`src/rtl/param_logic_unit_if.sv`:
```
// Operand/result handshake bundle for param_logic_unit.
// The slave modport is the unit's view; the master modport is the producer/consumer side.
interface param_logic_unit_if #(
    parameter int WIDTH = 8,
    parameter int CNT_W = 16
);
    logic             in_valid;
    logic             in_ready;
    logic [WIDTH-1:0] x;
    logic [WIDTH-1:0] y;
    logic [2:0]       op;
    logic             acc_en;
    logic             acc_clr;
    logic             out_valid;
    logic             out_ready;
    logic [WIDTH-1:0] f;
    logic             zero;
    logic             parity;
    logic [CNT_W-1:0] count;

    modport master (
        output in_valid, x, y, op, acc_en, acc_clr, out_ready,
        input  in_ready, out_valid, f, zero, parity, count
    );

    modport slave (
        input  in_valid, x, y, op, acc_en, acc_clr, out_ready,
        output in_ready, out_valid, f, zero, parity, count
    );
endinterface

```
`src/rtl/param_logic_unit.sv`:
```
// Registered WIDTH-bit bitwise logic unit with a runtime opcode, a one-deep output
// register under valid/ready backpressure, result feedback accumulator, flags and op counter.
module param_logic_unit #(
    parameter int WIDTH = 8,
    parameter int CNT_W = 16
) (
    input  logic                clk,
    input  logic                rst_n,
    param_logic_unit_if.slave   bus
);

    function automatic logic [WIDTH-1:0] logic_op(
        input logic [2:0]       o,
        input logic [WIDTH-1:0] a,
        input logic [WIDTH-1:0] b
    );
        case (o)
            3'b000:  return a & b;
            3'b001:  return a | b;
            3'b010:  return ~a;
            3'b011:  return ~(a & b);
            3'b100:  return ~(a | b);
            3'b101:  return a ^ b;
            3'b110:  return ~(a ^ b);
            default: return a;
        endcase
    endfunction

    function automatic logic [CNT_W-1:0] sat_inc(input logic [CNT_W-1:0] c);
        return (&c) ? c : c + CNT_W'(1);
    endfunction

    logic [WIDTH-1:0] f_q, f_d;
    logic [WIDTH-1:0] acc_q, acc_d;
    logic [CNT_W-1:0] count_q, count_d;
    logic             out_valid_q, out_valid_d;
    logic             zero_q, zero_d;
    logic             parity_q, parity_d;

    logic             accept;
    logic             consume;
    logic [WIDTH-1:0] b_sel;
    logic [WIDTH-1:0] res;

    // Ready looks straight through to out_ready so a full register can stream without a bubble.
    assign bus.in_ready = rst_n & (~out_valid_q | bus.out_ready);
    assign accept       = bus.in_valid & bus.in_ready;
    assign consume      = out_valid_q & bus.out_ready;

    // A clear issued together with accumulate selects zero rather than the stale accumulator.
    assign b_sel = bus.acc_en ? (bus.acc_clr ? '0 : acc_q) : bus.y;
    assign res   = logic_op(bus.op, bus.x, b_sel);

    always_comb begin
        f_d         = f_q;
        acc_d       = acc_q;
        count_d     = count_q;
        out_valid_d = out_valid_q;
        zero_d      = zero_q;
        parity_d    = parity_q;
        if (accept) begin
            f_d         = res;
            zero_d      = ~|res;
            parity_d    = ^res;
            out_valid_d = 1'b1;
            acc_d       = res;
            count_d     = sat_inc(count_q);
        end else begin
            if (consume) begin
                out_valid_d = 1'b0;
            end
            if (bus.acc_clr) begin
                acc_d = '0;
            end
        end
    end

    always_ff @(posedge clk) begin
        if (!rst_n) begin
            f_q         <= '0;
            acc_q       <= '0;
            count_q     <= '0;
            out_valid_q <= 1'b0;
            zero_q      <= 1'b1;
            parity_q    <= 1'b0;
        end else begin
            f_q         <= f_d;
            acc_q       <= acc_d;
            count_q     <= count_d;
            out_valid_q <= out_valid_d;
            zero_q      <= zero_d;
            parity_q    <= parity_d;
        end
    end

    assign bus.out_valid = out_valid_q;
    assign bus.f         = f_q;
    assign bus.zero      = zero_q;
    assign bus.parity    = parity_q;
    assign bus.count     = count_q;

endmodule

```
`src/flat_wrapper.sv`:
```
// flat-port wrapper written by rule: the top's interface ports become plain ports
module param_logic_unit_flat 
#(
    parameter int WIDTH = 8,
    parameter int CNT_W = 16
)
  (clk, rst_n, bus_in_valid, bus_x, bus_y, bus_op, bus_acc_en, bus_acc_clr, bus_out_ready, bus_in_ready, bus_out_valid, bus_f, bus_zero, bus_parity, bus_count);
  param_logic_unit_if #(.WIDTH(WIDTH), .CNT_W(CNT_W)) bus_i ();
  input  logic clk;
  input  logic rst_n;
  input wire logic [$bits(bus_i.in_valid)-1:0] bus_in_valid;
  input wire logic [$bits(bus_i.x)-1:0] bus_x;
  input wire logic [$bits(bus_i.y)-1:0] bus_y;
  input wire logic [$bits(bus_i.op)-1:0] bus_op;
  input wire logic [$bits(bus_i.acc_en)-1:0] bus_acc_en;
  input wire logic [$bits(bus_i.acc_clr)-1:0] bus_acc_clr;
  input wire logic [$bits(bus_i.out_ready)-1:0] bus_out_ready;
  output wire logic [$bits(bus_i.in_ready)-1:0] bus_in_ready;
  output wire logic [$bits(bus_i.out_valid)-1:0] bus_out_valid;
  output wire logic [$bits(bus_i.f)-1:0] bus_f;
  output wire logic [$bits(bus_i.zero)-1:0] bus_zero;
  output wire logic [$bits(bus_i.parity)-1:0] bus_parity;
  output wire logic [$bits(bus_i.count)-1:0] bus_count;
  assign bus_i.in_valid = bus_in_valid;
  assign bus_i.x = bus_x;
  assign bus_i.y = bus_y;
  assign bus_i.op = bus_op;
  assign bus_i.acc_en = bus_acc_en;
  assign bus_i.acc_clr = bus_acc_clr;
  assign bus_i.out_ready = bus_out_ready;
  assign bus_in_ready = bus_i.in_ready;
  assign bus_out_valid = bus_i.out_valid;
  assign bus_f = bus_i.f;
  assign bus_zero = bus_i.zero;
  assign bus_parity = bus_i.parity;
  assign bus_count = bus_i.count;
  param_logic_unit #(.WIDTH(WIDTH), .CNT_W(CNT_W)) u_core (.clk(clk), .rst_n(rst_n), .bus(bus_i));
endmodule
```
`config.mk`:
```
export PLATFORM = sky130hd
export DESIGN_NAME = param_logic_unit_flat
export DESIGN_NICKNAME = d
export VERILOG_FILES = /design/src/rtl/param_logic_unit_if.sv /design/src/rtl/param_logic_unit.sv /design/src/flat_wrapper.sv
export SDC_FILE = /design/constraint.sdc
export NUM_CORES = 1
export LEC_CHECK = 0
export CORE_UTILIZATION = 50
export CTS_CLUSTER_DIAMETER = 150
export CTS_CLUSTER_SIZE = 28
export DETAILED_ROUTE_END_ITERATION = 10
export PLACE_DENSITY = 0.89
export SLEW_MARGIN = 20
export SYNTH_ARGS = -nofsm -noshare
export SYNTH_HDL_FRONTEND = slang
export SYNTH_SLANG_ARGS = --single-unit
```
`constraint.sdc`:
```
create_clock -name clk -period 3.6 [get_ports clk]
set_clock_uncertainty 0.15 [all_clocks]
set_input_delay 0.36 -clock clk [delete_from_list [all_inputs] [get_ports clk]]
set_output_delay 0.36 -clock clk [all_outputs]
set_load 0.03 [all_outputs]
```
== Word level (Yosys, flattened, before mapping) ==
Index checks and enable logic that the tools add are counted.

* Bitwise logic cells: 13
* Reductions and logical operators: 7
* Muxes and demuxes: 6
* Add/sub/neg operators: 1
* Equal/unequal tests: 6

{| class="wikitable"
|+ Operator list
! cell !! count
|-
| one-hot mux 8 bit (7 select lines) || 1
|-
| NOT 8 bit || 4
|-
| two-way mux 8 bit || 3
|-
| adder 16 x 1 -> 16 bit, second input constant || 1
|-
| AND reduction 16 bit || 1
|-
| == test 3 bit, second input constant || 3
|-
| AND 8 bit || 1
|-
| OR 8 bit || 1
|-
| OR reduction 8 bit || 1
|-
| XOR reduction 8 bit || 1
|-
| bitwise XOR 8 bit || 1
|-
| == test 3 x 2 -> 1 bit, second input constant || 2
|-
| AND 1 bit || 3
|-
| == test 3 x 1 -> 1 bit, second input constant || 1
|-
| logical NOT 3 bit || 1
|-
| two-way mux 1 bit || 2
|-
| NOT 1 bit || 2
|-
| AND reduction 2 bit || 1
|-
| nonzero test 2 bit || 1
|-
| logical NOT 1 bit || 1
|-
| OR 1 bit || 1
|}

* Register bits after elaboration: 35
* Output and inout bits: 28
* Logic and storage cells: 39

== Depth between registers and ports, before layout ==
Gate-level depths: netlist (run 1).

* Depth after elaboration: 7
* Depth in mapped cells: 12
* Mapped depth without buffers: 12

== Worst setup path before layout (run 1) ==
OpenSTA, ideal clock, no wires.

* Path kind: input to register
* From: in bus_acc_en
* To: reg u_core.parity_q, in the netlist u_core.bus.parity
* Stages: 12
* Library setup time: 0.125 ns
* Arrival time: 2.501 ns
* Slack: 0.824 ns
* Cell sequence: clkbuf_1 mux2_2 inv_1 ha_1 a21oi_1 a221o_1 a22oi_1 o21bai_1 ha_1 xnor2_1 xnor2_1 o21ai_0

* Longest elaborated chain between the ends: 5
* Elaborated cells between the ends (all ways): 9
* Those cells by class: mux: 2; bitwise: 6; reduce/logical: 1

{| class="wikitable"
|+ RTL lines
! item !! RTL line !! source
|-
| start: declaration || flat_wrapper.sv:15 || <nowiki>input wire logic [$bits(bus_i.acc_en)-1:0] bus_acc_en;</nowiki>
|-
| two-way mux 8 bit (*) || param_logic_unit.sv:51 || <nowiki>assign b_sel = bus.acc_en ? (bus.acc_clr ? '0 : acc_q) : bus.y;</nowiki>
|-
| bitwise XOR 8 bit (tied with other cells) || param_logic_unit.sv:23, param_logic_unit.sv:24 ||
|-
| NOT 8 bit, on equally long branches || param_logic_unit.sv:24, param_logic_unit.sv:21, param_logic_unit.sv:22 ||
|-
| one-hot mux 8 bit (7 select lines) (*) || param_logic_unit.sv:17 || <nowiki>case (o)</nowiki>
|-
| XOR reduction 8 bit (*) || param_logic_unit.sv:64 || <nowiki>parity_d = ^res;</nowiki>
|-
| end signal: assignment || param_logic_unit.sv:92 || <nowiki>parity_q <= parity_d;</nowiki>
|-
| end: declaration || param_logic_unit.sv:38 || <nowiki>logic parity_q, parity_d;</nowiki>
|}

Every way passes the cells marked *; elsewhere a longest branch is shown, timed or not.
A chain may end at the register's enable or synchronous reset.

== Final worst setup path (run 1) ==
Same ends and word-level chain as after synthesis.

==> metrics.csv, run 1 <==
stage;metric;value;unit
clock_tree;CTS tree;built;
synthesis;Mapped Nets;369;
hold_path;worst hold-check path type;reg2reg;
die;I/O Pins;53;
routing;initial DRC count;141;
clock_tree;clk sink count;35;
hold_path;min-delay src;u_core.bus.f[0]$_SDFFE_PN0P_;
synthesis;Yosys reg bits;35;
power_and_ir_drop;Combinational Power Share;29.2;%
global_routing;antenna violations before repair;0;
routing;WL met3;237;microns
cells_and_area;layout cell share with drive strength beyond 1;7.77;%
global_routing;largest net degree at the start of global routing;33;
synthesis;Synth Instances;323;
sta;RSZ-0062 raised after global routing;false;
synthesis;EDFF count, synth;0;
power_and_ir_drop;Cell Int Power;0.728;mW
clock_tree;clk_lat worst skew;0.29;ns
sta;endpoints failing setup;0;
routing;Vias/cell;5.65;
power_and_ir_drop;Max IR drop VDD;0.000202;V
power_and_ir_drop;pwr dens;315;nW/um^2
placement;dpl hpwl;4.73;mm
placement;number of I/O port buffers;52;
sta;period utilisation layout;87.1;%
sta;Final Max Tran Viols;0;
clock_tree;clock slew seen by the registers of the worst setup and hold paths;0.07;ns
worst_setup_path;Worst setup EP type;flip-flop;
worst_setup_path;Crit Path Max Fanout;8;
clock_tree;CTS Hold Bufs;0;
routing;Top Layer Used;met4;
routing;Vias;2487;
synthesis;sequential area share after synthesis;26.8;%
worst_setup_path;kind of critical path;in2reg;
clock_tree;PostCTS Resize Cnt;0;
power_and_ir_drop;switching share of power;29.7;%
sta;fmax;0.319;GHz
die;num rows;25;
routing;Residual DRC;0;
global_routing;Total Routing Usage GR;23.5;%
clock_tree;Post-CTS Setup Repair Bufs;0;
synthesis;Syn Std Cell Area;2620;sq um
die;Die Y-Extent;74.4;microns
worst_setup_path;reg-to-reg critical path endpoint;u_core.bus.parity$_SDFFE_PN0P_;
power_and_ir_drop;share of total power in the clock network;29.8;%
die;area of the die;5530;sq um
routing;met2 wire length;3.02;mm
clock_tree;H-tree level count;2;
die;die width;74.4;microns
placement;placed insts;432;
worst_setup_path;critical path launch point type;input pin;
power_and_ir_drop;NetSw;0.308;mW
clock_tree;CTS root buf;clkbuf_8;
synthesis;asr flop ratio synth;0;%
routing;Metal-1 WL;2.77;mm
sta;worst rel slew slack;63.4;%
synthesis;Cell variety after synth;44;
run_status;status;finished, final reports clean;
clock_tree;CTS max path bufs;2;
sta;Worst Tran Pin Value;0.548;ns
routing;routed wire length;6.08;mm
worst_setup_path;required time worst endpoint;3.61;ns
global_routing;vias in the first global route;2262;
routing;WL/cell;13.8;microns
global_routing;grt total ovfl;0;
hold_path;Hold Crit Depth;2;
worst_setup_path;reg-to-reg startpoint;u_core.acc_q[2]$_SDFF_PN0_;
power_and_ir_drop;LEAKAGE;1.32;nW
job;max-capacitance violation count;0;
placement;final estimated routing congestion in global placement;0.843;
sta;setup TNS;0;ns
power_and_ir_drop;Sequential Power Share;41.0;%
synthesis;mean post-synth cell area;8.10;sq um
synthesis;prevailing post-synth register cell;dfxtp_1;
die;core area;4880;sq um
routing;Routed Antenna Nets;0;
cells_and_area;most frequent cells in the layout;52 x clkdlybuf4s50_1, 37 x nand2_1, 35 x dfxtp_1;
cells_and_area;Finished Layout Cells;440;
worst_setup_path;Worst Path Arrival;3.15;ns
cells_and_area;Area growth, synth to finish;25.7;%
routing;drt pass-1 iters;4;
worst_setup_path;worst reg2reg setup slack;0.87;ns
die;Starting Density;53.6;%
cells_and_area;Post-layout nets;418;
cells_and_area;n_diodes;0;
global_routing;first-pass GRT wire length;10.1;mm
sta;final hold vios;0;
hold_path;hold endpoint;u_core.bus.f[0]$_SDFFE_PN0P_;
worst_setup_path;R2R cell count;12;
cells_and_area;commonest non-fill, non-tap cell in the layout;clkdlybuf4s50_1;
sta;post-layout min period;3.13;ns
clock_tree;Num CTS Buffers;5;
synthesis;yosys warns;0;
==> area by class of cell <==
| cell class | instances | area, sq um |
|---|---|---|
| clock buffer | 8 | 100 |
| fill | 420 | 1590 |
| inverter | 22 | 82.6 |
| tap | 67 | 83.8 |
| multi-input combinational | 248 | 1740 |
| timing repair buffer | 60 | 581 |
| sequential | 35 | 701 |
==> per-layer routing <==
layer / GRT usage, % / vias to the layer above
met3: 3.25 / 4
met2: 41.2 / 61
met5: 0 / -
met1: 29.9 / 1169
met4: 6.92 / 0
li1: - / 1253
==> state kept, by name, summed over array words and instances (netlist names) <==
signal	flops
u_core.bus.count	16
u_core.acc_q	8
u_core.bus.f	8
u_core.bus.out_valid	1
u_core.bus.parity	1
u_core.bus.zero	1
==> cell usage after synthesis, types with 4 or more instances <==
master    instances  share of area [%]
o211ai_1          5                1.4
o21ai_0          25                4.8
inv_1            21                3.0
nand2b_1         15                3.6
ha_1             21                 10
and4_1            4                1.3
o21bai_1          5                1.4
and3_1            7                1.7
nand2_1          37                5.3
o32a_1            4                1.5
mux2_2           10                4.3
mux2i_1          19                7.3
nand3b_1          4                1.1
a22oi_1           6                1.7
nand4_1           5                1.2
dfxtp_1          35                 27
nor2_1            7                1.0
nor2b_1          13                3.1
buf_2             8                1.5
a21oi_1          18                3.4
nand3_1           5               0.96
clkbuf_1          8                1.1
==> worst max-delay path, stage by stage <==
cell             delay [ns]
clkdlybuf4s50_1        0.67
mux2_2                 0.40
inv_1                  0.06
ha_1                   0.16
a21oi_1                0.07
a221o_1                0.36
a22oi_1                0.26
o21bai_1               0.17
ha_1                   0.26
xnor2_1                0.17
xnor2_1                0.13
o21ai_0                0.08
==> worst max-delay path by stage <==
stage | start | to | slack, ns | cells past startpoint
final | bus_acc_en | u_core.bus.parity$_SDFFE_PN0P_ | 0.47 | 12
after global routing | bus_acc_en | u_core.bus.parity$_SDFFE_PN0P_ | 0.31 | 12
after CTS | bus_acc_en | u_core.bus.parity$_SDFFE_PN0P_ | 0.48 | 12
after detailed placement | bus_acc_en | u_core.bus.parity$_SDFFE_PN0P_ | 0.18 | 12
after global placement | bus_acc_en | u_core.bus.parity$_SDFFE_PN0P_ | 0.23 | 12
after floorplan | bus_acc_en | u_core.bus.parity$_SDFFE_PN0P_ | 0.82 | 12
==> kinds of logic after synthesis <==
kind of cell    Yosys count  share of synthesized area (%)
compound gates           78                           18.7
fa+ha+maj                21                           10.0
buf+inv                  40                           6.69
xor+xnor                  3                           1.00
mux                      29                           11.6
flops                    35                           26.8
simple gates            117                           25.2
==> through the flow <==
step                worst slack [ns]  area [sq um]  utilization (%)  hold slack, ns  power [mW]
global placement               0.229          3190             65.4           0.289       0.723
CTS                            0.482          3290             67.4           0.305        1.04
global route                   0.306          3290             67.4           0.323        1.10
finish                         0.466          3290             67.4           0.309        1.04
floorplan                      0.824          2620                -           0.331       0.625
detailed placement             0.179          3190             65.4           0.295       0.734
==> power groups by stage <==
stage	Clock [mW]	Combinational, mW	Sequential (mW)
2_1_floorplan	0	0.162	0.462
5_1_grt	0.336	0.334	0.427
3_3_place_gp	0	0.291	0.432
3_5_place_dp	0	0.301	0.433
6_report	0.309	0.302	0.425
4_1_cts	0.316	0.302	0.425
Note: power is estimated with default switching activity, not from simulation.
==> inputs of run 2 (changes only) <==
--- a/config.mk
+++ b/config.mk
@@ -10,6 +10,7 @@
 export CTS_CLUSTER_SIZE = 28
 export DETAILED_ROUTE_END_ITERATION = 10
 export PLACE_DENSITY = 0.89
+export REMOVE_ABC_BUFFERS = 1
 export SLEW_MARGIN = 20
 export SYNTH_ARGS = -nofsm -noshare
 export SYNTH_HDL_FRONTEND = slang
==> run 2 against run 1 <==
  * Non-clock buffer count decreased by 2
  * Count of clock-buffer cells in the layout fell by 3
  * Die area stayed put
  * Cell area grew 0.65%
  * Sequential cell count is the same
  * Register-to-register slack worse by 0.09 ns
  * Combinational power about the same
  * Highest routed layer unchanged
==> metrics.csv, run 2 (synthesized netlist as in run 1, its figures left out) <==
stage;metric;value;unit;change
worst_setup_path;R2R cell count;12;;unchanged
power_and_ir_drop;LEAKAGE;1.32;nW;+0.26%
sta;fmax;0.313;GHz;-2.0%
clock_tree;H-tree level count;2;;unchanged
worst_setup_path;reg-to-reg startpoint;u_core.acc_q[3]$_SDFF_PN0_;;
sta;period utilisation layout;88.9;%;+1.8 points
routing;Residual DRC;0;;unchanged
cells_and_area;Fillers;431;;+2.6%
worst_setup_path;worst reg2reg setup slack;0.78;ns;-0.09 ns
worst_setup_path;slowest cell delay on critical path;0.71;ns;+0.04 ns
cells_and_area;layout cell share with drive strength beyond 1;7.55;%;-0.23 points
placement;dpl hpwl;4.67;mm;-1.3%
routing;WL/cell;14.5;microns;+4.8%
die;core area;4880;sq um;unchanged
clock_tree;CTS max path bufs;2;;unchanged
die;Die Y-Extent;74.4;microns;unchanged
worst_setup_path;required time worst endpoint;3.63;ns;+0.02 ns
sta;endpoints failing setup;0;;unchanged
hold_path;Hold Crit Depth;2;;unchanged
placement;final estimated routing congestion in global placement;0.826;;-2.0%
placement;number of I/O port buffers;52;;unchanged
worst_setup_path;kind of critical path;in2reg;;
hold_path;worst hold-check path type;reg2reg;;
global_routing;grt total ovfl;0;;unchanged
cells_and_area;flip-flop and latch area;701;sq um;unchanged
clock_tree;Post-CTS Setup Repair Bufs;0;;unchanged
routing;Vias/cell;5.82;;+3.0%
sta;worst rel slew slack;52.5;%;-11 points
hold_path;hold endpoint;u_core.bus.f[0]$_SDFFE_PN0P_;;
cells_and_area;n_diodes;0;;unchanged
clock_tree;clock slew seen by the registers of the worst setup and hold paths;0.08;ns;about the same
cells_and_area;Final Core Density;67.8;%;+0.44 points
routing;initial DRC count;117;;-17%
hold_path;min-delay src;u_core.bus.f[0]$_SDFFE_PN0P_;;
cells_and_area;most frequent cells in the layout;52 x clkdlybuf4s50_1, 37 x nand2_1, 35 x dfxtp_1;;
global_routing;first-pass GRT wire length;10.4;mm;+2.8%
clock_tree;Num CTS Buffers;5;;unchanged
worst_setup_path;Worst Path Arrival;3.23;ns;+0.08 ns
global_routing;antenna violations before repair;0;;unchanged
clock_tree;CTS tree;built;;
worst_setup_path;critical path launch point type;input pin;;
power_and_ir_drop;pwr dens;347;nW/um^2;+10%
routing;routed wire length;6.34;mm;+4.4%
sta;RSZ-0062 raised after global routing;false;;
clock_tree;CTS Hold Bufs;0;;unchanged
worst_setup_path;critical path cell sequence;clkdlybuf4s50_1 > mux2_2 > inv_1 > ha_1 > mux2i_1 > o22ai_1 > o32ai_1 > ha_1 > xnor2_1 > xnor2_1 > o21ai_0;;
routing;drt pass-1 iters;4;;unchanged
worst_setup_path;CP max-delay cell;clkdlybuf4s50_1;;
clock_tree;PostCTS Resize Cnt;0;;unchanged
routing;Routed Antenna Nets;0;;unchanged
worst_setup_path;reg-to-reg critical path endpoint;u_core.bus.parity$_SDFFE_PN0P_;;
sta;Worst Tran Pin Value;0.710;ns;+0.162 ns
routing;Vias;2550;;+2.5%
global_routing;vias in the first global route;2363;;+4.5%
cells_and_area;Finished Layout Cells;438;;-0.45%
cells_and_area;Largest register FFs;16;;unchanged
global_routing;largest net degree at the start of global routing;33;;unchanged
die;area of the die;5530;sq um;unchanged
sta;post-layout min period;3.20;ns;+0.0656 ns
cells_and_area;Post-layout nets;416;;-0.48%
clock_tree;clk sink count;35;;unchanged
sta;Final Max Tran Viols;0;;unchanged
worst_setup_path;Worst setup EP type;flip-flop;;
die;num rows;25;;unchanged
power_and_ir_drop;Max IR drop VDD;0.000267;V;+32%
die;Starting Density;53.6;%;unchanged
global_routing;Total Routing Usage GR;23.9;%;+0.40 points
job;max-capacitance violation count;0;;unchanged
die;die width;74.4;microns;unchanged
sta;setup TNS;0;ns;unchanged
die;I/O Pins;53;;unchanged
worst_setup_path;Crit Path Max Fanout;8;;unchanged
clock_tree;CTS root buf;clkbuf_8;;
cells_and_area;Area growth, synth to finish;26.5;%;
clock_tree;clk_lat worst skew;0.29;ns;about the same
power_and_ir_drop;Total Power;1.15;mW;+11%
placement;placed insts;430;;-0.46%
cells_and_area;Multi-input gate area;1740;sq um;unchanged
sta;final hold vios;0;;unchanged
cells_and_area;commonest non-fill, non-tap cell in the layout;clkdlybuf4s50_1;;
run_status;status;finished, final reports clean;;
-- run 2: changes by cell type in the layout (fill, tap and decap cells not counted), sizes merged --
| cell | change |
|---|---|
| buf | -2 |
| clkinvlp | +1 |
| clkbuf | -3 |
| bufinv | +2 |
-- run 2: final cells by class --
class                   count  share of cell area (%)
flip-flops and latches     35                    21.2
clock inverters             3                    2.04
clock buffers               5                    2.08
inverters                  22                    2.49
well taps                  67                    2.53
multi-input cells         248                    52.6
repair buffers             58                    17.1
-- run 2: power by group --
part           internal (mW)  switching, mW
Sequential             0.410         0.0138
Combinational          0.142          0.160
Clock                  0.276          0.148
Total                  0.828          0.322
-- run 2: critical path, delay by kind of cell --
family | cells | cell delay, ns
multiplexers | 2 | 0.53
XOR/XNOR | 2 | 0.32
buffers and inverters | 2 | 0.77
adder cells (fa/ha/maj) | 2 | 0.57
AO/OA/AOI/OAI | 3 | 0.68
-- run 2: how the worst max path moves through the flow --
stage / start / end / slack [ns] / depth (start not counted)
3_5_place_dp: bus_acc_en / u_core.bus.parity$_SDFFE_PN0P_ / 0.12 / 12
4_1_cts: bus_acc_clr / u_core.bus.parity$_SDFFE_PN0P_ / 0.43 / 13
5_1_grt: bus_acc_en / u_core.bus.parity$_SDFFE_PN0P_ / 0.26 / 11
6_report: bus_acc_en / u_core.bus.parity$_SDFFE_PN0P_ / 0.40 / 11
3_3_place_gp: bus_acc_en / u_core.bus.parity$_SDFFE_PN0P_ / 0.15 / 11
2_1_floorplan: bus_acc_clr / u_core.bus.parity$_SDFFE_PN0P_ / 1.07 / 12
-- run 2: through the flow --
step           hold WS [ns]  setup slack (ns)  area [sq um]
3_5_place_dp          0.298             0.121          3170
6_report              0.306             0.400          3310
5_1_grt               0.325             0.258          3310
2_1_floorplan         0.331              1.07          2520
3_3_place_gp          0.288             0.151          3170
4_1_cts               0.310             0.432          3310
-- run 2: routing by layer --
| layer | GRT usage (%) | share of wire (%) | up-vias |
|---|---|---|---|
| li1 | - | - | 1259 |
| met5 | 0 | 0 | - |
| met2 | 42.4 | 50 | 95 |
| met1 | 28.9 | 42 | 1178 |
| met4 | 9.64 | 2.5 | 0 |
| met3 | 3.39 | 5.2 | 18 |
